[src/rtl/door_sequencer.sv]
// Four-phase elevator door controller (CLOSED/OPENING/OPEN/CLOSING) with programmable
// phase durations, weight and obstruction interlocks, and nudge mode after repeated reopens.
module door_sequencer #(
  parameter int CNT_W      = 32,
  parameter int OPEN_TIME  = 2,
  parameter int HOLD_TIME  = 4,
  parameter int CLOSE_TIME = 2,
  parameter int MAX_REOPEN = 3
) (
  input  logic       clk,
  input  logic       rst_n,
  input  logic       open_req,
  input  logic       weight_limit_exceeded,
  input  logic       obstruction,
  output logic [1:0] state,
  output logic       motor_open,
  output logic       motor_close,
  output logic       door_closed,
  output logic       nudge,
  output logic       door_evt
);

  localparam int RW = (MAX_REOPEN > 0) ? $clog2(MAX_REOPEN + 1) : 1;

  typedef enum logic [1:0] {
    CLOSED  = 2'd0,
    OPENING = 2'd1,
    OPEN    = 2'd2,
    CLOSING = 2'd3
  } door_state_e;

  door_state_e       cur, nxt;
  logic [CNT_W-1:0]  cnt, cnt_nxt;
  logic [RW-1:0]     reopen_cnt, reopen_cnt_nxt;
  logic              nudge_nxt;
  logic              hold, obs_live, reopen;

  always_comb begin
    nxt            = cur;
    cnt_nxt        = cnt + CNT_W'(1);
    reopen_cnt_nxt = reopen_cnt;
    nudge_nxt      = nudge;
    hold           = weight_limit_exceeded | obstruction | open_req;
    // In nudge mode the light curtain no longer counts as a reason to reopen.
    obs_live       = obstruction & ~nudge;
    reopen         = weight_limit_exceeded | open_req | obs_live;
    case (cur)
      CLOSED: begin
        cnt_nxt = '0;
        if (open_req) nxt = OPENING;
      end
      OPENING: begin
        if (cnt == CNT_W'(OPEN_TIME - 1)) begin
          nxt     = OPEN;
          cnt_nxt = '0;
        end
      end
      OPEN: begin
        if (hold) begin
          cnt_nxt = '0;
        end else if (cnt == CNT_W'(HOLD_TIME - 1)) begin
          nxt     = CLOSING;
          cnt_nxt = '0;
          if (MAX_REOPEN == 0) nudge_nxt = 1'b1;
        end
      end
      CLOSING: begin
        if (reopen) begin
          nxt     = OPENING;
          cnt_nxt = '0;
          if (obs_live && (reopen_cnt != RW'(MAX_REOPEN))) begin
            reopen_cnt_nxt = reopen_cnt + RW'(1);
            if (reopen_cnt + RW'(1) == RW'(MAX_REOPEN)) nudge_nxt = 1'b1;
          end
        end else if (cnt == CNT_W'(CLOSE_TIME - 1)) begin
          nxt            = CLOSED;
          cnt_nxt        = '0;
          reopen_cnt_nxt = '0;
          nudge_nxt      = 1'b0;
        end
      end
      default: begin
        nxt     = CLOSED;
        cnt_nxt = '0;
      end
    endcase
  end

  always_ff @(posedge clk) begin
    if (!rst_n) begin
      cur        <= CLOSED;
      cnt        <= '0;
      reopen_cnt <= '0;
      nudge      <= 1'b0;
      door_evt   <= 1'b0;
    end else begin
      cur        <= nxt;
      cnt        <= cnt_nxt;
      reopen_cnt <= reopen_cnt_nxt;
      nudge      <= nudge_nxt;
      door_evt   <= (nxt != cur);
    end
  end

  assign state       = cur;
  assign motor_open  = (cur == OPENING);
  assign motor_close = (cur == CLOSING);
  assign door_closed = (cur == CLOSED);

endmodule

[config.mk]
export PLATFORM = sky130hd
export DESIGN_NAME = door_sequencer
export DESIGN_NICKNAME = d
export VERILOG_FILES = /design/src/rtl/door_sequencer.sv
export SDC_FILE = /design/constraint.sdc
export NUM_CORES = 1
export LEC_CHECK = 0
export BUFFER_PORTS_ARGS = -buffer_cell sky130_fd_sc_hd__buf_2
export CORE_UTILIZATION = 54
export CTS_CLUSTER_DIAMETER = 60
export DETAILED_ROUTE_END_ITERATION = 6
export PLACE_DENSITY_LB_ADDON = 0.05
export SLEW_MARGIN = 20
export SYNTH_ARGS = -nofsm -noshare
export SYNTH_HDL_FRONTEND = slang
export SYNTH_SLANG_ARGS = --single-unit
[constraint.sdc]
create_clock -name clk -period 2 [get_ports clk]
set_input_delay 0.6 -clock clk [delete_from_list [all_inputs] [get_ports clk]]
set_output_delay 0.6 -clock clk [all_outputs]
set_load 0.02 [all_outputs]
==> impl_metrics.csv <==
group,metric,value,unit
outcome,run_status,"completed",
logic_synthesis,yosys_warnings,0,
cts,cts_tree,"yes",
die,placementRows,21,
sta,tightestPinTransition,0.464,ns
worst_setup_path,end_kind,"flip-flop",
placed_design,dp_hpwl,3130,um
routing,dr.first_iter.drc_count,107,
placed_design,io_buffers,11,
grt,grtUsageTotal,0.250,
power_and_ir_drop,p_leak,0.780,nW
logic_synthesis,synth.cell_area,1950,sq um
sta,fin_setup_tns,0,ns
worst_setup_path,crit_type,"flip-flop to flip-flop",
grt,grt-ovfl-total,0,
cells_and_area,syn2layout_area_growth,18.6,%
sta,skew,0.0127,ns
die,dieArea,3850,sq um
placed_design,routabilityCongestion,0.852,
cts,clock-root-buffer,"clkbuf_4",
sta,fin_crit,1.90,ns
die,chipWidth,62.1,um
cells_and_area,postLayoutCoreUtil,0.681,
routing,drc,0,
routing,detail-route-antenna-nets,0,
cts,cts_resized,1,
cells_and_area,register_area,767,sq um
worst_setup_path,cp_top_family,"simple AND/OR/NAND/NOR gates",
die,io_pins,12,
cells_and_area,drive_gt1_frac,0.236,
worst_setup_path,cp_max_fo,4,
cells_and_area,num_antenna_cells,0,
sta,setup-violations-final,0,
routing,drt-pass1-iter-count,4,
sta,finalCritPeriodShare,0.952,
logic_synthesis,yosysSeqAreaShare,0.390,
cells_and_area,finalNetCount,262,
worst_setup_path,critPathBufInv,0,
cts,cts_hold_buf,0,
cts,post_cts_buffers,0,
power_and_ir_drop,peakVddDrop,0.381,mV
worst_setup_path,cp-start-kind,"flip-flop",
grt,grt_max_degree,18,
logic_synthesis,synth_cell_types,36,
die,initial_core_util,0.575,
cells_and_area,layout_common_cells,"nor3_1, dfxtp_1, buf_4, xnor2_1, nand3_1",
logic_synthesis,synth_nets,234,
worst_setup_path,cp_cell_sequence,"nand4_2 -> or4_4 -> nor4_1 -> xnor2_1 -> nor3_2",
cts,cts.clk_slew.worst_paths,0.12,ns
cts,cts_buffer_depth,2,
cts,cts_buffers,5,
sta,slew_headroom,0.691,
cells_and_area,fin_cells,300,
routing,num_vias,1734,
power_and_ir_drop,power_density,604,nW/um^2
logic_synthesis,synth_cells,225,
routing,wirelength,4300,um
cts,clkLatencyLatePin,0.34,ns
sta,hold_viol,0,
worst_setup_path,slowest_stage,"or4_4",
cells_and_area,final_common_cell,"nor3_1",
logic_synthesis,synth_area_per_cell,8.66,sq um
placed_design,preCtsSetupSlack,0.0213,ns
routing,viasPerCell,5.78,
grt,grt_first_pass_wirelength,6980,um
worst_setup_path,critPathMaxStageDelay,0.60,ns
sta,drv_slew,0,
power_and_ir_drop,finalPower,1.40,mW
sta,setup_ws,0.0950,ns
die,core_area,3390,sq um
worst_hold_path,min_path_type,"flip-flop to flip-flop",
worst_setup_path,worstPathArrival,2.13,ns
die,die_h,62.1,um
placed_design,dp_cells,292,
sta,clock.fmax,525,MHz
cts,cts.sinks,38,
grt,grt_pass1_vias,1557,
logic_synthesis,ys_seq_elements,38,
sta,rsz0062_at_grt,"false",
worst_setup_path,cp_data_required_time,2.23,ns
cells_and_area,fillers,291,
run,max-cap-violations,0,
cts,htree_num_levels,2,
routing,wl_per_cell,14.3,um
cells_and_area,multi_input_area,1170,sq um
grt,antenna_found_initial,0,
==> path summary, 6_finish.rpt <==
check | cells past startpoint | end | start | slack, ns
setup / recovery | 5 | cnt[31] | cnt[7] | 0.1
hold / removal | 1 | reopen_cnt[0] | reopen_cnt[0] | 0.51
setup reg to reg | 5 | cnt[31] | cnt[7] | 0.1
hold reg to reg | 1 | reopen_cnt[0] | reopen_cnt[0] | 0.51
==> report_power, final <==
group | switching [mW] | total, mW | internal, mW
Combinational | 0.0749 | 0.112 | 0.0369
Clock | 0.251 | 0.516 | 0.265
Sequential | 0.00630 | 0.768 | 0.762
==> metal layers <==
metal | vias to the layer above | global-route usage | routed length [um]
li1 | 878 | - | -
met1 | 810 | 0.309 | 2030
met2 | 38 | 0.418 | 2080
met3 | 8 | 0.0559 | 131
met4 | 0 | 0.102 | 54
met5 | - | 0 | 0
==> cell usage after synthesis <==
cell type | instances | area share
and4_1 | 4 | 0.018
a221oi_2 | 1 | 0.0077
xor2_1 | 14 | 0.063
o21ai_1 | 1 | 0.0026
nor3_2 | 4 | 0.021
or3_1 | 1 | 0.0032
inv_1 | 9 | 0.017
xnor2_1 | 16 | 0.072
nand3_1 | 15 | 0.039
o21ai_0 | 3 | 0.0077
ha_1 | 4 | 0.026
nor3_1 | 34 | 0.087
buf_2 | 3 | 0.0077
a21boi_0 | 3 | 0.012
a211oi_1 | 1 | 0.0039
or2_2 | 2 | 0.0064
nor4_1 | 13 | 0.042
and2_1 | 2 | 0.0064
a31oi_1 | 3 | 0.0096
o21bai_1 | 1 | 0.0039
or4_4 | 2 | 0.012
and3_1 | 3 | 0.0096
clkbuf_1 | 6 | 0.012
nand2_1 | 12 | 0.023
a21oi_1 | 3 | 0.0077
nor2_1 | 10 | 0.019
nor4_2 | 2 | 0.013
nor3b_1 | 1 | 0.0039
a32oi_1 | 2 | 0.0090
and2_0 | 1 | 0.0032
o31ai_1 | 1 | 0.0039
dfxtp_1 | 38 | 0.39
nand4_1 | 5 | 0.016
nand4_2 | 2 | 0.013
a21o_1 | 1 | 0.0039
nand2b_1 | 2 | 0.0064
==> sequential cells by signal, indices dropped and copies added (netlist names) <==
signal / cells
nudge: 1
state: 2
reopen_cnt: 2
door_evt: 1
cnt: 32
==> per-stage QoR <==
stage                     hold slack [ns]  instance area, sq um
after floorplan                     0.453                  1950
after global placement              0.471                  2180
after detailed placement            0.482                  2180
after CTS                           0.508                  2260
after global routing                0.535                  2310
final                               0.507                  2310
==> logic make-up after synthesis <==
logic type,Yosys count,share of synthesized area
buffers and inverters,18,0.0366
and+or+nand+nor,115,0.341
adders and majority gates,4,0.0257
AOI/OAI and AO/OA,20,0.0713
xor gates and xnor gates,30,0.135
DFF,38,0.390
==> final cells by class <==
type | instances | area share
inverters | 9 | 0.0146
flip-flops and latches | 38 | 0.332
clock buffers | 7 | 0.0195
clock inverters | 1 | 0.0130
multi-input cells | 169 | 0.507
well taps | 46 | 0.0249
repair buffers | 30 | 0.0888
No activity file was read; power rests on OpenSTA's default activity.
